$ cat src/rtl/mul_result_buffer_pkg.sv
`default_nettype none
// ============================================================================
// Module   : mul_result_buffer_pkg
// Purpose  : Shared constants and the FIFO entry layout for the multiplier
//            result buffer.
// Contents : c_DATA_WIDTH / c_DEPTH / c_MUL_LAT defaults, res_entry_t
//            ({product, ovf}) and the entry_width() helper.
// Revision : 1.0  initial release
// ============================================================================
package mul_result_buffer_pkg;

  localparam int c_DATA_WIDTH = 32;
  localparam int c_DEPTH      = 4;
  localparam int c_MUL_LAT    = 2;

  // One buffered result: full-width product with the overflow flag in the LSB.
  typedef struct packed {
    logic [2*c_DATA_WIDTH-1:0] product;
    logic                      ovf;
  } res_entry_t;

  // Width of a packed {product, ovf} entry for an arbitrary operand width.
  function automatic int entry_width(input int data_width);
    return 2 * data_width + 1;
  endfunction

endpackage : mul_result_buffer_pkg
`default_nettype wire

$ cat src/rtl/mul_res_fifo.sv
`default_nettype none
// ============================================================================
// Module   : mul_res_fifo
// Purpose  : Synchronous FIFO with occupancy count. Storage is not reset;
//            only pointers and count are.
// Ports    : clk, rst        clock, asynchronous active-high reset
//            wr_en_i/wr_data_i  push an entry at the tail
//            rd_en_i         pop the head (ignored when empty)
//            rd_data_o       head entry (stable until popped)
//            valid_o         head entry present
//            count_o         number of stored entries, 0..DEPTH
// Revision : 1.0  initial release
// ============================================================================
module mul_res_fifo #(
  parameter int WIDTH = 65,
  parameter int DEPTH = 4
) (
  input  logic                       clk,
  input  logic                       rst,
  input  logic                       wr_en_i,
  input  logic [WIDTH-1:0]           wr_data_i,
  input  logic                       rd_en_i,
  output logic [WIDTH-1:0]           rd_data_o,
  output logic                       valid_o,
  output logic [$clog2(DEPTH):0]     count_o
);

  localparam int AW = $clog2(DEPTH);

  logic [WIDTH-1:0] mem_q [DEPTH];
  logic [AW-1:0]    wr_ptr_q, wr_ptr_d;
  logic [AW-1:0]    rd_ptr_q, rd_ptr_d;
  logic [AW:0]      count_q,  count_d;
  logic             push, pop;

  assign push = wr_en_i;
  assign pop  = rd_en_i & (count_q != '0);

  // DEPTH is a power of two, so pointers wrap by natural overflow.
  always_comb begin
    wr_ptr_d = wr_ptr_q;
    rd_ptr_d = rd_ptr_q;
    count_d  = count_q;
    if (push) wr_ptr_d = wr_ptr_q + AW'(1);
    if (pop)  rd_ptr_d = rd_ptr_q + AW'(1);
    case ({push, pop})
      2'b10:   count_d = count_q + (AW+1)'(1);
      2'b01:   count_d = count_q - (AW+1)'(1);
      default: count_d = count_q;
    endcase
  end

  always_ff @(posedge clk or posedge rst) begin
    if (rst) begin
      wr_ptr_q <= '0;
      rd_ptr_q <= '0;
      count_q  <= '0;
    end else begin
      wr_ptr_q <= wr_ptr_d;
      rd_ptr_q <= rd_ptr_d;
      count_q  <= count_d;
    end
  end

  // Data array carries no reset; validity is tracked by count_q alone.
  always_ff @(posedge clk) begin
    if (push) mem_q[wr_ptr_q] <= wr_data_i;
  end

  assign rd_data_o = mem_q[rd_ptr_q];
  assign valid_o   = (count_q != '0);
  assign count_o   = count_q;

endmodule : mul_res_fifo
`default_nettype wire

$ cat src/rtl/mul_result_buffer.sv
`default_nettype none
// ============================================================================
// Module   : mul_result_buffer
// Purpose  : Issues operand pairs to a fixed-latency, non-stallable
//            multiplier and buffers the products in order. A slot is
//            reserved for every issued op so a capture never finds the FIFO
//            full.
// Ports    : clk, rst                  clock, asynchronous active-high reset
//            req_valid_i/req_ready_o   operand handshake
//            req_op1_i/req_op2_i       operands
//            mul_en_o, mul_op1/2_o     multiplier issue
//            mul_res_i/mul_ovf_i       multiplier result, MUL_LAT after issue
//            out_valid_o/out_ready_i   result handshake
//            out_data_o/out_ovf_o      head product and overflow flag
// Revision : 1.0  initial release
// ============================================================================
module mul_result_buffer
  import mul_result_buffer_pkg::*;
#(
  parameter int DATA_WIDTH = c_DATA_WIDTH,
  parameter int DEPTH      = c_DEPTH,
  parameter int MUL_LAT    = c_MUL_LAT
) (
  input  logic                    clk,
  input  logic                    rst,
  input  logic                    req_valid_i,
  input  logic [DATA_WIDTH-1:0]   req_op1_i,
  input  logic [DATA_WIDTH-1:0]   req_op2_i,
  output logic                    req_ready_o,
  output logic                    mul_en_o,
  output logic [DATA_WIDTH-1:0]   mul_op1_o,
  output logic [DATA_WIDTH-1:0]   mul_op2_o,
  input  logic [2*DATA_WIDTH-1:0] mul_res_i,
  input  logic                    mul_ovf_i,
  output logic                    out_valid_o,
  output logic [2*DATA_WIDTH-1:0] out_data_o,
  output logic                    out_ovf_o,
  input  logic                    out_ready_i
);

  localparam int ENTRY_W = entry_width(DATA_WIDTH);
  localparam int CNT_W   = $clog2(DEPTH) + 1;
  localparam int INF_W   = $clog2(MUL_LAT + 1);

  logic                 accept;
  logic                 capture;
  logic                 pop;
  logic [MUL_LAT-1:0]   pipe_q, pipe_d;
  logic [INF_W-1:0]     inflight;
  logic [31:0]          occupancy;
  logic [CNT_W-1:0]     fifo_count;
  logic                 fifo_valid;
  logic [ENTRY_W-1:0]   wr_entry;
  logic [ENTRY_W-1:0]   rd_entry;

  // ---------------------------------------------------------------- issue
  assign accept    = req_valid_i & req_ready_o;
  assign mul_en_o  = accept;
  assign mul_op1_o = req_op1_i;
  assign mul_op2_o = req_op2_i;

  // Issue pipe tracks which in-flight cycles carry a real op.
  if (MUL_LAT == 1) begin : g_pipe_single
    assign pipe_d = accept;
  end else begin : g_pipe_shift
    assign pipe_d = {pipe_q[MUL_LAT-2:0], accept};
  end

  always_ff @(posedge clk or posedge rst) begin
    if (rst) pipe_q <= '0;
    else     pipe_q <= pipe_d;
  end

  assign capture = pipe_q[MUL_LAT-1];

  // ---------------------------------------------------------------- credit
  always_comb begin
    inflight = '0;
    for (int i = 0; i < MUL_LAT; i++) begin
      inflight = inflight + INF_W'(pipe_q[i]);
    end
  end

  // Buffered results plus ops still in the multiplier must fit the FIFO.
  // Only registered state (and reset) feeds this, never the handshakes.
  assign occupancy   = 32'(fifo_count) + 32'(inflight);
  assign req_ready_o = ~rst & (occupancy < 32'(DEPTH));

  // ---------------------------------------------------------------- buffer
  // Entry layout matches res_entry_t: product above, ovf in bit 0.
  assign wr_entry = {mul_res_i, mul_ovf_i};
  assign pop      = fifo_valid & out_ready_i;

  mul_res_fifo #(
    .WIDTH (ENTRY_W),
    .DEPTH (DEPTH)
  ) u_fifo (
    .clk       (clk),
    .rst       (rst),
    .wr_en_i   (capture),
    .wr_data_i (wr_entry),
    .rd_en_i   (pop),
    .rd_data_o (rd_entry),
    .valid_o   (fifo_valid),
    .count_o   (fifo_count)
  );

  assign out_valid_o = fifo_valid;
  assign out_data_o  = rd_entry[ENTRY_W-1:1];
  assign out_ovf_o   = rd_entry[0];

endmodule : mul_result_buffer
`default_nettype wire

$ cat config.mk
export PLATFORM = sky130hd
export DESIGN_NAME = mul_result_buffer
export DESIGN_NICKNAME = d
export VERILOG_FILES = /design/src/rtl/mul_result_buffer_pkg.sv /design/src/rtl/mul_res_fifo.sv /design/src/rtl/mul_result_buffer.sv
export SDC_FILE = /design/constraint.sdc
export NUM_CORES = 1
export LEC_CHECK = 0
export ABC_AREA = 1
export CORE_UTILIZATION = 39
export DETAILED_ROUTE_END_ITERATION = 8
export GPL_ROUTABILITY_DRIVEN = 1
export PLACE_DENSITY = 0.72
export SLEW_MARGIN = 5
export SYNTH_ARGS = -nofsm -noshare
export SYNTH_HDL_FRONTEND = slang
export SYNTH_SLANG_ARGS = --single-unit
$ cat constraint.sdc
create_clock -name clk -period 4.9 [get_ports clk]
set_clock_uncertainty 0.15 [all_clocks]
set_input_delay 0.98 -clock clk [delete_from_list [all_inputs] [get_ports clk]]
set_output_delay 0.98 -clock clk [all_outputs]
set_load 0.005 [all_outputs]
Yosys cells after proc, flatten, opt, wreduce, memory -nomap -nowiden. Memories as Yosys holds them, arrays and structs flattened. Cells that the tools add are included.

Register bits after elaboration: 9. Memories kept: 1. Input port bits: 133. Memory bits (writable): 260.

$lt $le $gt $ge: 1. Equality and inequality tests: 2. Mux-type cells: 3. Add/sub/neg operators: 6. Reduce and logical (&&, ||, !) cells: 2. Bitwise operators: 5.

Memories: u_fifo.mem_q (words 4, width 65, read ports 1, clocked after memory_dff 0, write ports 1, RTL line mul_res_fifo.sv:30) `logic [WIDTH-1:0] mem_q [DEPTH];`.

Operators by type and width (count): $pmux W3 S2 (1); $add A2 B1 Y2 const B (2); $add A3 B2 Y4 (1); $and A1 B1 Y1 (4); $lt A4 B3 Y1 const B (1); $add A3 B1 Y3 const B (1); $reduce_bool A3 Y1 (1); $sub A3 B1 Y3 const B (1); $add A1 B1 Y2 (1); $eq A2 B1 Y1 const B (1); $eq A2 B2 Y1 const B (1); $mux W1 (2); $reduce_bool A2 Y1 (1); $not A1 Y1 (1).

Logic depth before layout (Yosys ltp). Gate-level depths: netlist (run 1).

Word-level depth: 5. Depth in mapped cells: 12. Mapped depth without buffers: 12.

By module. From an unflattened synthesis (run 1), not the netlist that was laid out.

Cells, all modules: 894. Area total of the unflattened synthesis: 11259.5 um^2.

By module, submodules not included: mul_res_fifo (area each 10659.0 um^2, times used 1, cells an instance 815); mul_result_buffer (area each 600.6 um^2, times used 1, cells an instance 79).

Least setup slack after synthesis (run 1). No wires, ideal clock.

Path kind: flip-flop to flip-flop. From: register u_fifo.wr_ptr_q[0]. To: memory u_fifo.mem_q[2][0] (enable). Data arrival time: 1.944 ns. Period minus slack after synthesis: 2.514 ns. Buffers on the path: 0. Required time: 4.331 ns. Cell stages (with the launch flop): 5. Path slack: 2.386 ns. Setup time: 0.419 ns. Cell sequence: dfrtp_1 > inv_1 > ha_1 > nand2_1 > inv_1.

RTL lines: start: declaration (RTL line mul_res_fifo.sv:31) `logic [AW-1:0] wr_ptr_q, wr_ptr_d;`; start signal: assignment (RTL line mul_res_fifo.sv:59) `wr_ptr_q <= wr_ptr_d;`; end: declaration (RTL line mul_res_fifo.sv:30).

No word-level cell before the write port.

Final worst setup path (run 1).
From: register u_fifo.rd_ptr_q[0]. To: output port out_data_o[56].

Longest elaborated chain between the ends: 1.

RTL lines: start: declaration (RTL line mul_res_fifo.sv:32) `logic [AW-1:0] rd_ptr_q, rd_ptr_d;`; start signal: assignment (RTL line mul_res_fifo.sv:60) `rd_ptr_q <= rd_ptr_d;`; $mem_v2 Z4 W65; end: declaration (RTL line mul_result_buffer.sv:36) `output logic [2*DATA_WIDTH-1:0] out_data_o,`.

No other way between the ends.

==> impl_metrics.yaml, run 1 <==
synth:
  ys_seq_area_share_pct: 71.5
  syn_nets: 1031
  yosysTopAreaCellShare_pct: 69.5
  synth_warnings: 0
  synth_edf_count: 260
  yosysMostFrequentCell: "edfxtp_1"
  ys_ff_latch: 269
  ys_async_sr_fraction_pct: 3.35
  netlist_area_sq_mm: 0.0112
  yosysUniqueCellTypes: 19
  synth_area_leaders: "edfxtp_1, o211ai_1, nand2_1"
  netlist_instances: 891
  synth_largest_area_cell: "edfxtp_1"
  synthTopCellsByCount: "edfxtp_1, nand2_1, inv_1, o211ai_1, buf_4"
  syn_avg_cell_area_sq_um: 12.6
  ys.flop_type: "edfxtp_1"
global_routing:
  grt-ovfl-total: 0
  grt_pass1_wl_mm: 36.4
  track_usage_pct: 16.4
  grt_pass1_vias: 6498
  antenna_found_initial: 0
  grt_max_degree: 112
min_path:
  hp-start: "pipe_q[0]"
  hold_end: "pipe_q[1]"
  whs_path_depth: 0
  min_path_type: "register to register"
timing:
  rsz0062_at_grt: "false"
  relSlewSlack_pct: 30.5
  max_freq_ghz: 0.259
  setup_slack_ps: 1040
  worst_slew_pin_slew_ps: 1040
  setup_viol: 0
  min_period_ps: 3860
  finalCritPeriodShare_pct: 78.7
  tns_ps: 0
  drv_slew: 0
  hold_viol_final: 0
clock_network:
  cts_sinks: 269
  ctsHoldBuffers: 0
  root_buffer: "clkbuf_16"
  clock_path_buffers: 3
  htree_levels: 1
  post_cts_buffers: 0
  tritoncts: "yes"
  path_clk_slew_ps: 60
  cts_buffers: 28
  ctsResizeCount: 0
  clk-insertion-delay-late_ps: 530
power_and_ir_drop:
  leakage_nw: 5.15
  irDropWorstVdd_v: 0.000336
  power_density_mw_per_mm2: 553
die:
  fp.dieH_um: 172
  coreArea_sq_mm: 0.0281
  dieArea_sq_mm: 0.0295
  rows: 61
  die_width_um: 172
  ioPinCount: 265
  initial_utilization_pct: 40.0
final_layout:
  drive_gt1_share_pct: 5.92
  n_antenna_cell: 0
  area_growth_syn_to_layout_pct: 19.7
  nNetsFinal: 1099
  fillerInstances: 2476
setup_path:
  worst_setup_path_end_kind: "primary output"
  r2r_slack_ps: 2490
  worstReg2RegStart: "u_fifo.wr_ptr_q[0]"
  reg2reg_to: "u_fifo.mem_q[1][18]"
  rr_worst_depth: 4
  required_ps: 3770
  worstSetupStartpointType: "register"
  criticalPathCategory: "register to primary output"
  cp_max_fo: 111
  arrival_ps: 2730
route:
  vias: 6500
  dr.pass1.iters: 5
  first_iter_violations: 384
  drc: 0
  wirelength_mm: 24.7
  antenna_left: 0
  vias_per_cell: 4.79
  avgRoutedWirePerCell_um: 18.2
status:
  status: "finished clean"
placed_design:
  dp.final_hpwl_mm: 14.6
  post-place-ws_ps: 1520
  numPortBuffers: 136
  gp_congestion: 0.726
job:
  max_cap_violations: 0
## flip-flops by register name, summed over array words and instances, names as in the netlist
name	count
u_fifo.rd_ptr_q	2
u_fifo.mem_q	260
pipe_q	2
u_fifo.wr_ptr_q	2
u_fifo.count_o	3
## final cells by class
cell class / instances / area [sq um] / area share (%)
Clock inverter: 17 / 220 / 1.64
Tap cell: 378 / 473 / 3.52
Multi-Input combinational cell: 364 / 1940 / 14.5
Clock buffer: 34 / 744 / 5.54
Timing Repair Buffer: 145 / 1450 / 10.8
Sequential cell: 269 / 8030 / 59.8
Inverter: 151 / 577 / 4.29
## worst max-delay path by stage
stage / end / startpoint / depth (start not counted)
6_report: out_data_o[56] / u_fifo.rd_ptr_q[0] / 6
5_1_grt: out_data_o[56] / u_fifo.rd_ptr_q[0] / 6
4_1_cts: out_data_o[56] / u_fifo.rd_ptr_q[0] / 6
3_5_place_dp: mul_en_o / rst / 5
3_3_place_gp: mul_en_o / rst / 5
2_1_floorplan: u_fifo.mem_q[2][0] / u_fifo.wr_ptr_q[0] / 4
## power by group
part           switching [W]  total, W  internal, W
Clock               0.000856   0.00220      0.00134
Sequential         0.0000675   0.00282      0.00275
Combinational        0.00130   0.00241      0.00112
Total                0.00222   0.00743      0.00521
## cell usage in the layout (no fill, tap or decap), types with 4 or more instances in the layout
cell / n
o211ai_1: 130
edfxtp_1: 260
buf_4: 7
clkdlybuf4s50_1: 136
clkinv_1: 4
dfrtp_1: 8
clkbuf_1: 5
clkbuf_16: 29
nand3_1: 4
nand2_1: 216
ha_1: 6
clkinv_2: 10
bufinv_16: 5
inv_1: 145
## worst max-delay path: stages, from the launching register on
cell             delay (ps)
dfrtp_1                 430
inv_6                   530
buf_4                   460
nand2_1                 120
o211ai_1                110
nand2_1                  80
clkdlybuf4s50_1         450
## cells by family (layout without fill, tap and decap cells)
kind of cell / after synthesis / count (layout) / synth area share [%]
DFF: 269 / 269 / 71.5
buffers and inverters: 258 / 347 / 11.2
and+or+nand+nor: 223 / 223 / 7.52
AOI/OAI and AO/OA: 132 / 132 / 8.78
adders and majority gates: 7 / 7 / 0.846
xor gates and xnor gates: 2 / 2 / 0.156
## metrics by stage
stage	util (%)	power [W]	instances	hold slack, ps	area, sq um
after detailed placement	44.4	0.00532	1307	236	12500
final	47.9	0.00743	1358	243	13400
after CTS	47.9	0.00754	1358	248	13400
after global placement	44.4	0.00527	1307	233	12500
after floorplan	-	0.00418	891	210	11200
after global routing	47.9	0.00788	1358	248	13400
## per-layer routing
layer / track usage, % / wire (um) / up-vias
li1: - / - / 3131
met1: 17.5 / 9130 / 3060
met2: 29.0 / 11900 / 223
met3: 4.95 / 2160 / 86
met4: 9.12 / 1520 / 0
met5: 0.522 / 0 / -
Power figures use the tool's default switching activity.
==> inputs of run 2 (changes only) <==
- clock period: 4.9 -> 3.65 ns (I/O delays scaled with it)
==> impl_metrics.yaml, run 2 (synthesized netlist as in run 1, its figures left out) <==
setup_path:
  r2r_slack_ps: 1240
  crit_family: "buffers and inverters"
  worst_setup_path_end_kind: "primary output"
  worstSetupStartpointType: "register"
  cp_max_fo: 65
  max_stage_delay_ps: 510
  path_cells: "inv_6, buf_12, o211ai_1, nand2_1, clkdlybuf4s50_1"
  required_ps: 2770
  criticalPathCategory: "register to primary output"
  cpMaxStageDelayCell: "clkdlybuf4s50_1"
  arrival_ps: 2510
  critPathBufInv: 3
power_and_ir_drop:
  power_w: 0.00988
  pwr-share-clk_pct: 28.0
  p_switching_w: 0.00297
  intPower_w: 0.00691
  swShare_pct: 30.0
  leakage_nw: 5.16
  seq_power_share_pct: 38.3
  p_comb_share_pct: 33.8
  power_density_mw_per_mm2: 733
  irDropWorstVdd_v: 0.000411
route:
  first_iter_violations: 290
  antenna_left: 0
  avgRoutedWirePerCell_um: 17.5
  vias: 6425
  dr.pass1.iters: 4
  wirelength_mm: 23.9
  vias_per_cell: 4.70
  drc: 0
timing:
  max_freq_ghz: 0.295
  drv_slew: 0
  min_period_ps: 3390
  hold_viol_final: 0
  rsz0062_at_grt: "false"
  finalCritPeriodShare_pct: 92.9
  tns_ps: 0
  worst_slew_pin_slew_ps: 896
  setup_viol: 0
  relSlewSlack_pct: 40.3
final_layout:
  drive_gt1_share_pct: 6.37
  seqCellArea_sq_mm: 0.00803
  final_cell_mix: "edfxtp_1, nand2_1, inv_1"
  layout_commonest_cell: "edfxtp_1"
  largest_reg_flops: 260
  fillerInstances: 2489
  multi_input_area_sq_mm: 0.00194
  n_antenna_cell: 0
  nNetsFinal: 1109
  top_register: "u_fifo.mem_q"
  area_growth_syn_to_layout_pct: 20.0
global_routing:
  grt_pass1_vias: 6282
  grt_pass1_wl_mm: 35.2
  antenna_found_initial: 0
  grt-ovfl-total: 0
  track_usage_pct: 16.1
  grt_max_degree: 69
status:
  status: "finished clean"
clock_network:
  ctsResizeCount: 0
  path_clk_slew_ps: 60
  post_cts_buffers: 0
  ctsHoldBuffers: 0
  clock_path_buffers: 3
  root_buffer: "clkbuf_16"
  tritoncts: "yes"
  htree_levels: 1
  clk-insertion-delay-late_ps: 540
  cts_sinks: 269
  cts_buffers: 28
die:
  ioPinCount: 265
  rows: 61
  initial_utilization_pct: 40.0
  fp.dieH_um: 172
  dieArea_sq_mm: 0.0295
  coreArea_sq_mm: 0.0281
  die_width_um: 172
job:
  max_cap_violations: 0
placed_design:
  gp_congestion: 0.684
  numPortBuffers: 136
  dp.final_hpwl_mm: 14.9
min_path:
  min_path_type: "register to register"
## run 2: worst paths after layout
path | startpoint | end | cells past startpoint
setup reg to reg | u_fifo.wr_ptr_q[0] | u_fifo.mem_q[0][21] | 5
hold / removal | pipe_q[0] | pipe_q[1] | 0
setup / recovery | u_fifo.rd_ptr_q[0] | out_data_o[26] | 5
hold reg to reg | pipe_q[0] | pipe_q[1] | 0
max in group asynchronous | rst | u_fifo.rd_ptr_q[1] | 2
min in group asynchronous | rst | u_fifo.count_o[2] | 2
## run 2: area by class of cell
type                            count  area share, %
Sequential cell                   269           59.6
Inverter                          151           4.28
Timing Repair Buffer              155           11.5
Clock buffer                       33           5.50
Clock inverter                     17           1.17
Tap cell                          378           3.51
Multi-Input combinational cell    364           14.4
## run 2: power groups by stage
stage | Sequential (W) | Clock (W) | Combinational [W]
2_1_floorplan | 0.00383 | 0 | 0.00178
3_3_place_gp | 0.00384 | 0 | 0.00333
3_5_place_dp | 0.00384 | 0 | 0.00339
4_1_cts | 0.00378 | 0.00284 | 0.00341
5_1_grt | 0.00380 | 0.00295 | 0.00373
6_report | 0.00378 | 0.00276 | 0.00333
## run 2: worst reg2reg max path, delay by kind of cell (launching register included)
kind | cells | cell delay, ps
buffers and inverters | 3 | 1280
DFF | 1 | 410
adders and majority gates | 1 | 190
and+or+nand+nor | 1 | 80
## run 2: metal layers
layer | global-route usage, % | part of all wire, %
met1 | 17.8 | 39
met2 | 28.7 | 49
met3 | 3.87 | 7.2
met4 | 8.12 | 4.9
met5 | 0 | 0
## run 2: per-stage QoR
step / instance area (sq um) / std cells / util (%) / worst slack [ps] / hold slack (ps)
6_report: 13500 / 1367 / 48.0 / 258 / 240
5_1_grt: 13500 / 1367 / 48.0 / 55.4 / 249
4_1_cts: 13500 / 1367 / 48.0 / 201 / 244
3_5_place_dp: 12600 / 1317 / 44.8 / 754 / 225
3_3_place_gp: 12600 / 1317 / 44.8 / 750 / 228
2_1_floorplan: 11200 / 891 / - / 1140 / 210
==> inputs of run 3 (changes only) <==
- DONT_BUFFER_PORTS: not set -> 1
- PLACE_DENSITY: 0.72 -> 0.6
==> impl_metrics.yaml, run 3 (synthesized netlist as in run 1, its figures left out) <==
timing:
  max_freq_ghz: 0.305
  drv_slew: 0
  min_period_ps: 3280
  finalCritPeriodShare_pct: 89.8
  worst_slew_pin_slew_ps: 889
  rsz0062_at_grt: "false"
  hold_viol_final: 0
  setup_viol: 0
  tns_ps: 0
  relSlewSlack_pct: 40.7
  setup_slack_ps: 371
die:
  initial_utilization_pct: 40.0
  coreArea_sq_mm: 0.0281
  fp.dieH_um: 172
  dieArea_sq_mm: 0.0295
  die_width_um: 172
  rows: 61
  ioPinCount: 265
route:
  vias: 5817
  vias_per_cell: 4.74
  first_iter_violations: 252
  wl_met3_mm: 2.16
  wirelength_mm: 23.2
  drc: 0
  avgRoutedWirePerCell_um: 18.9
  highest_layer: "met4"
  met2WireLength_mm: 11.4
  drt-met1-wl_mm: 8.31
  antenna_left: 0
  dr.pass1.iters: 4
power_and_ir_drop:
  leakage_nw: 4.61
  irDropWorstVdd_v: 0.000428
  power_density_mw_per_mm2: 727
setup_path:
  reg2reg_to: "u_fifo.mem_q[0][28]"
  arrival_ps: 2400
  rr_worst_depth: 5
  r2r_slack_ps: 1240
  worstSetupStartpointType: "register"
  criticalPathCategory: "register to primary output"
  worst_setup_path_end_kind: "primary output"
  required_ps: 2770
  cp_max_fo: 110
  worstReg2RegStart: "u_fifo.wr_ptr_q[0]"
final_layout:
  largest_reg_flops: 260
  layout_commonest_cell: "edfxtp_1"
  n_antenna_cell: 0
  finish.instance_area_sq_mm: 0.0121
  fillerInstances: 2528
  nNetsFinal: 969
  top_register: "u_fifo.mem_q"
  seqCellArea_sq_mm: 0.00803
  multi_input_area_sq_mm: 0.00194
  drive_gt1_share_pct: 7.77
  final_cell_mix: "edfxtp_1, nand2_1, inv_1"
  area_growth_syn_to_layout_pct: 7.45
min_path:
  whs_path_depth: 0
  min_path_type: "input pin to register"
  hold_end: "u_fifo.mem_q[3][49]"
  hp-start: "mul_res_i[48]"
placed_design:
  dp.final_hpwl_mm: 14.4
  gp_congestion: 0.682
  numPortBuffers: 0
  post-place-ws_ps: 937
  place_area_sq_mm: 0.0112
clock_network:
  path_clk_slew_ps: 60
  tritoncts: "yes"
  ctsHoldBuffers: 1
  cts_sinks: 269
  post_cts_buffers: 0
  cts_buffers: 29
  clock_path_buffers: 3
  root_buffer: "clkbuf_16"
  ctsResizeCount: 0
  htree_levels: 1
  clk-insertion-delay-late_ps: 540
global_routing:
  grt_max_degree: 111
  grt_pass1_vias: 5597
  grt_pass1_wl_mm: 33.4
  antenna_found_initial: 0
  grt-ovfl-total: 0
  track_usage_pct: 15.4
status:
  status: "finished clean"
job:
  max_cap_violations: 0
-- run 3: power breakdown --
group	switching, W	internal, W
logic	0.00160	0.000639
clock network	0.00116	0.00159
registers	0.0000840	0.00370
-- run 3: worst max path at each step --
stage                                  start                 end  slack (ps)
after global routing      u_fifo.rd_ptr_q[0]      out_data_o[17]         180
final                     u_fifo.rd_ptr_q[0]      out_data_o[13]         370
after floorplan           u_fifo.wr_ptr_q[0]  u_fifo.mem_q[2][0]        1140
after global placement    u_fifo.rd_ptr_q[0]      out_data_o[50]         970
after CTS                 u_fifo.rd_ptr_q[0]       out_data_o[0]         340
after detailed placement  u_fifo.rd_ptr_q[0]      out_data_o[13]         940
-- run 3: routing by layer --
metal,global-route usage [%],vias up
met2,27.4,193
met3,5.32,69
met4,8.20,0
met1,16.0,2686
li1,-,2869
met5,0,-
-- run 3: critical path: stages (launching register included) --
cell and delay [ps]:
dfrtp_1 410, clkinv_4 540, buf_12 440, o211ai_1 220
nand2_1 120
-- run 3: metrics by stage --
stage | utilization, % | hold slack [ps] | power [W] | instances
after global routing | 43.0 | 108 | 0.00931 | 1227
final | 43.0 | 130 | 0.00877 | 1227
after global placement | 39.7 | 217 | 0.00611 | 1175
after floorplan | - | 210 | 0.00561 | 891
after CTS | 43.0 | 106 | 0.00891 | 1227
after detailed placement | 39.7 | 223 | 0.00615 | 1175
-- run 3: cell type report --
cell class                      instances  area share [%]
Clock buffer                           30            6.04
Clock inverter                         21            1.42
Inverter                              151            4.78
Multi-Input combinational cell        364            16.1
Sequential cell                       269            66.5
Tap cell                              378            3.92
Timing Repair Buffer                   14            1.20
